## config.mk

```make
export PLATFORM = sky130hd
export DESIGN_NAME = line_fill_buffer
export DESIGN_NICKNAME = d
export VERILOG_FILES = /design/src/rtl/line_fill_buffer_pkg.sv /design/src/rtl/line_fill_buffer_word_slot_writer.sv /design/src/rtl/line_fill_buffer.sv
export SDC_FILE = /design/constraint.sdc
export NUM_CORES = 1
export LEC_CHECK = 0
export CAP_MARGIN = 5
export CORE_MARGIN = 8
export CORE_UTILIZATION = 45
export CTS_CLUSTER_SIZE = 20
export DETAILED_ROUTE_END_ITERATION = 12
export PLACE_DENSITY = 0.72
export SLEW_MARGIN = 20
export SYNTH_ARGS = -nofsm -noshare
export SYNTH_HDL_FRONTEND = slang
export SYNTH_SLANG_ARGS = --single-unit
export TNS_END_PERCENT = 10
```

## constraint.sdc

```tcl
create_clock -name clk -period 2.4 [get_ports clk]
set_input_delay 0.36 -clock clk [delete_from_list [all_inputs] [get_ports clk]]
set_output_delay 0.36 -clock clk [all_outputs]
set_load 0.01 [all_outputs]
```

## src/rtl/line_fill_buffer_pkg.sv

```systemverilog
// Shared cache definitions: fill FSM states, default line geometry and
// a words-per-line helper. The word-select mux uses the same constants,
// so both sides agree on how words are laid out in a line.
package line_fill_buffer_pkg;

  localparam int LFB_SEL_WIDTH  = 4;
  localparam int LFB_WORD_WIDTH = 8;

  typedef enum logic [1:0] {
    IDLE = 2'd0,
    FILL = 2'd1,
    DONE = 2'd2
  } lfb_state_t;

  function automatic int words_per_line(input int sel_width);
    return 1 << sel_width;
  endfunction

endpackage

```

## src/rtl/line_fill_buffer_word_slot_writer.sv

```systemverilog
// Combinational slot writer: returns the line with one word slot replaced.
// Slot k occupies bits [(k+1)*W-1 : k*W].
module word_slot_writer
  import line_fill_buffer_pkg::*;
#(
  parameter int SEL_WIDTH = LFB_SEL_WIDTH,
  parameter int W         = LFB_WORD_WIDTH
) (
  input  logic [(words_per_line(SEL_WIDTH)*W)-1:0] line,
  input  logic [SEL_WIDTH-1:0]                     index,
  input  logic [W-1:0]                             word,
  input  logic                                     enable,
  output logic [(words_per_line(SEL_WIDTH)*W)-1:0] line_next
);

  localparam int N = words_per_line(SEL_WIDTH);

  // Copy the line through and overwrite only the addressed slot when enabled
  always_comb begin
    line_next = line;
    for (int k = 0; k < N; k++) begin
      if (enable && (index == SEL_WIDTH'(k))) begin
        line_next[k*W +: W] = word;
      end
    end
  end

endmodule

```

## src/rtl/line_fill_buffer.sv

```systemverilog
// Line fill buffer: collects N serial memory beats into one cache line in
// critical-word-first wrap order, forwards the first word early, and
// overlays a pending CPU store word that wins over the beat for its slot.
module line_fill_buffer
  import line_fill_buffer_pkg::*;
#(
  parameter int SEL_WIDTH = LFB_SEL_WIDTH,
  parameter int w         = LFB_WORD_WIDTH
) (
  input  logic                                     clk,
  input  logic                                     rst_n,
  input  logic                                     start,
  input  logic [SEL_WIDTH-1:0]                     start_idx,
  input  logic                                     merge_en,
  input  logic [SEL_WIDTH-1:0]                     merge_sel,
  input  logic [w-1:0]                             merge_data,
  input  logic                                     beat_valid,
  input  logic [w-1:0]                             beat_data,
  output logic                                     beat_ready,
  output logic                                     crit_valid,
  output logic [w-1:0]                             crit_data,
  output logic                                     line_valid,
  input  logic                                     line_ready,
  output logic [(words_per_line(SEL_WIDTH)*w)-1:0] line_out,
  output logic                                     busy
);

  localparam int N  = words_per_line(SEL_WIDTH);
  localparam int LW = N * w;
  localparam logic [LW-1:0] EMPTY_LINE = '0;

  lfb_state_t           state;
  logic [LW-1:0]        line_q;
  logic [SEL_WIDTH-1:0] ptr;
  logic [SEL_WIDTH-1:0] cnt;
  logic                 m_en;
  logic [SEL_WIDTH-1:0] m_sel;
  logic [w-1:0]         m_data;

  logic                 transfer;
  logic                 merge_hit;
  logic                 beat_wr_en;
  logic [LW-1:0]        beat_line;
  logic [LW-1:0]        start_line;

  assign transfer   = (state == FILL) && beat_valid;
  assign merge_hit  = m_en && (ptr == m_sel);
  assign beat_wr_en = transfer && !merge_hit;
  assign line_out   = line_q;

  word_slot_writer #(.SEL_WIDTH(SEL_WIDTH), .W(w)) u_beat_writer (
    .line      (line_q),
    .index     (ptr),
    .word      (beat_data),
    .enable    (beat_wr_en),
    .line_next (beat_line)
  );

  word_slot_writer #(.SEL_WIDTH(SEL_WIDTH), .W(w)) u_merge_writer (
    .line      (EMPTY_LINE),
    .index     (merge_sel),
    .word      (merge_data),
    .enable    (merge_en),
    .line_next (start_line)
  );

  // Fill FSM with registered handshake outputs; a merged slot keeps the store word
  always_ff @(posedge clk or negedge rst_n) begin
    if (!rst_n) begin
      state      <= IDLE;
      line_q     <= '0;
      ptr        <= '0;
      cnt        <= '0;
      m_en       <= 1'b0;
      m_sel      <= '0;
      m_data     <= '0;
      crit_valid <= 1'b0;
      crit_data  <= '0;
      beat_ready <= 1'b0;
      line_valid <= 1'b0;
      busy       <= 1'b0;
    end else begin
      crit_valid <= 1'b0;
      case (state)
        IDLE: begin
          if (start) begin
            state      <= FILL;
            ptr        <= start_idx;
            cnt        <= '0;
            m_en       <= merge_en;
            m_sel      <= merge_sel;
            m_data     <= merge_data;
            line_q     <= start_line;
            beat_ready <= 1'b1;
            busy       <= 1'b1;
          end
        end
        FILL: begin
          if (transfer) begin
            line_q <= beat_line;
            ptr    <= ptr + SEL_WIDTH'(1);
            cnt    <= cnt + SEL_WIDTH'(1);
            if (cnt == '0) begin
              crit_valid <= 1'b1;
              crit_data  <= merge_hit ? m_data : beat_data;
            end
            if (cnt == SEL_WIDTH'(N - 1)) begin
              state      <= DONE;
              beat_ready <= 1'b0;
              line_valid <= 1'b1;
            end
          end
        end
        DONE: begin
          if (line_ready) begin
            state      <= IDLE;
            line_valid <= 1'b0;
            busy       <= 1'b0;
          end
        end
        default: begin
          state      <= IDLE;
          beat_ready <= 1'b0;
          line_valid <= 1'b0;
          busy       <= 1'b0;
        end
      endcase
    end
  end

endmodule
```

==> results.cfg <==
[flow_run]
maxCapViolCount = 0

[clock_network]
clk_pin_slew_ns = 0.07
numCtsBuffers = 17
cts_max_level = 4
clkSinkCount = 163
cts_tree = built
root_buffer = clkbuf_16
clock_path_buffers = 2
clkLatencyLatePin_ns = 0.43
ctsResizeCount = 0

[routing]
wl_per_cell_um = 22.2
firstDrtPassIters = 5
vias = 6131
ant_nets = 0
drtIter0Drc = 394
drc_errors = 0
vias_per_cell = 5.60
wl_um = 24300

[timing]
rsz0062_at_grt = false
finalMaxSlewViolations = 0
fin_crit_ns = 2.18
hold_ws_ns = 0.464
worst_slew_pin_slew_ns = 0.597
hold_viol_final = 0
fin_skew_ns = 0.0104
relSlewSlack = 0.601
finalSetupViolCount = 0
fmax_mhz = 458
fin_setup_tns_ns = 0
fin_ws_ns = 0.217
fin_crit_sh = 0.910

[grt]
grt_use_met1 = 0.281
grt_usage = 0.217
busiest_layer = met2
grt_max_degree = 58
overflow = 0
antenna_found_initial = 0
grt_util_met3 = 0.0488
grt_use_met2 = 0.348
grt_first_pass_wirelength_um = 36700
grt_pass1_vias = 6135

[critical_path]
worstPathMaxFanout = 8
crit_type = register to register
cp_num_buf_inv = 0
cp_slowest_cell = nor4_4
cpPeakStageDelay_ns = 0.50
r2r-end = line_out[14]
crit_family = simple AND/OR/NAND/NOR gates
critical_path_arrival_ns = 2.49
cp_data_required_time_ns = 2.71
reg2reg_setup_slack_ns = 0.22
r2r-start = ptr[0]
cp-end-kind = register
r2r_cells = 4
worstPathCellList = xor2_1 > nor4_4 > o21a_1 > mux2_2
critPathLaunchType = register

[yosys]
synth_fp_nets = 699
synth_top_area_frac = 0.512
ys_seq_area_frac = 0.512
synth_area_um2 = 7960
synth_cells = 663
syn_area_per_cell_um2 = 12.0
ys_async_sr_fraction = 1.00
synth.distinct_cells = 38
synth-edff-count = 0
ys.flop_type = dfrtp_1
synth_area_leaders = dfrtp_1 (51%), mux2_4 (17%), o21ai_0 (9.1%)
synth_warnings = 0
yosys.area.top_type = dfrtp_1
synth_seq_cells = 163

[finish]
drive_gt1_frac = 0.247
fin_nets = 892
antenna_cells = 0
areaGrowthSynthToFinish_pct = 33.9

[status]
status = finished clean

[floorplan]
coreArea_um2 = 17300
dieArea_um2 = 22200
fp.dieH_um = 149
start_util = 0.460
fp.dieW_um = 149
std_cell_rows = 48
io_pins = 170

[placement]
portBuffers = 169
finalWeightedCongestion = 0.826
dp_hpwl_um = 16700
preCtsSetupSlack_ns = 0.135

[worst_hold_path]
hp-class = input pin to async pin

[power_and_ir_drop]
leakage_nw = 4.59
ir_drop_v = 0.000626
power_density_nw_per_um2 = 1430
through the flow:
stage | cell area, um^2 | total power [mW] | std cells | utilization
2_1_floorplan | 7960 | 8.88 | 663 | -
3_3_place_gp | 10100 | 12.4 | 1061 | 0.582
3_5_place_dp | 10100 | 12.5 | 1061 | 0.582
4_1_cts | 10700 | 15.3 | 1094 | 0.616
5_1_grt | 10700 | 16.0 | 1094 | 0.616
6_report | 10700 | 15.2 | 1094 | 0.616
per-layer routing:
layer	part of all wire	vias up	routed length, um
li1	-	2741	-
met1	0.43	3097	10400
met2	0.48	249	11600
met3	0.066	44	1620
met4	0.029	0	699
met5	0	-	0
synth_stat cells, types with 5 or more instances:
cell / instances
buf_2: 6
nand2_1: 86
o21ai_0: 145
nand4_1: 5
mux2_2: 40
ha_1: 6
inv_1: 6
o21ai_4: 12
mux2_4: 88
nand3_1: 17
clkbuf_2: 6
a21oi_1: 5
mux2i_1: 9
nor2_1: 12
clkbuf_1: 15
nor2b_1: 5
dfrtp_1: 163
report_power, final:
| part | switching [mW] | leakage (nW) | internal (mW) | total (mW) |
|---|---|---|---|---|
| clock network | 1.13 | 0.271 | 1.60 | 2.73 |
| registers | 0.957 | 2.00 | 4.08 | 5.04 |
| logic | 3.20 | 2.32 | 4.27 | 7.46 |
| total | 5.29 | 4.59 | 9.94 | 15.2 |
layout by cell type, fill, tap and decap left out, drive strengths merged:
cell type and count:
dfrtp 163, o211ai 3, and4 1, clkbuf 22, nor4 1, nand2b 2
ha 6, inv 7, and3b 1, mux2 128, mux2i 9, o31ai 1
a21oi 5, o21ai 157, xnor2 1, clkinvlp 5, nor3b 2, nand3 17
nand2 86, o21a 4, and2 1, xor2 4, buf 41, and3 2
clkdlybuf4s50 168, bufinv 2, o22ai 4, nor2 12, nor2b 6, clkinv 2
nand4 5, dlygate4sd3 1
how the worst max path moves through the flow:
stage / cells after the start / endpoint / startpoint
floorplan: 5 / line_out[0] / ptr[0]
global placement: 6 / line_out[42] / start
detailed placement: 6 / line_out[53] / start
CTS: 4 / line_out[13] / ptr[0]
global route: 4 / line_out[14] / ptr[0]
finish: 4 / line_out[14] / ptr[0]
state kept, by name, summed over array words and instances (netlist names), 2 cells and up:
name,cells
line_out,128
crit_data,8
m_data,8
cnt,4
m_sel,4
ptr,4
state,2
final cells by class:
| cell class | count | area, um^2 |
|---|---|---|
| multi-input cells | 458 | 3630 |
| fillers | 1415 | 6640 |
| inverters | 6 | 22.5 |
| well taps | 225 | 282 |
| repair buffers | 210 | 2050 |
| clock buffers | 22 | 464 |
| flip-flops and latches | 163 | 4080 |
| clock inverters | 10 | 126 |
what timing repair did:
item,CTS,global route
setup buffers,0,0
hold buffers,1,0
hold endpoints to repair,53,0
cell families after synthesis:
kind of cell / after synthesis / synth area share
adder cells (fa/ha/maj): 6 / 0.00943
multiplexers: 137 / 0.234
buffers and inverters: 42 / 0.0317
XOR/XNOR: 5 / 0.00550
AO/OA/AOI/OAI: 174 / 0.129
AND/OR/NAND/NOR: 136 / 0.0779
flip-flops: 163 / 0.512
Power figures use the tool's default switching activity.
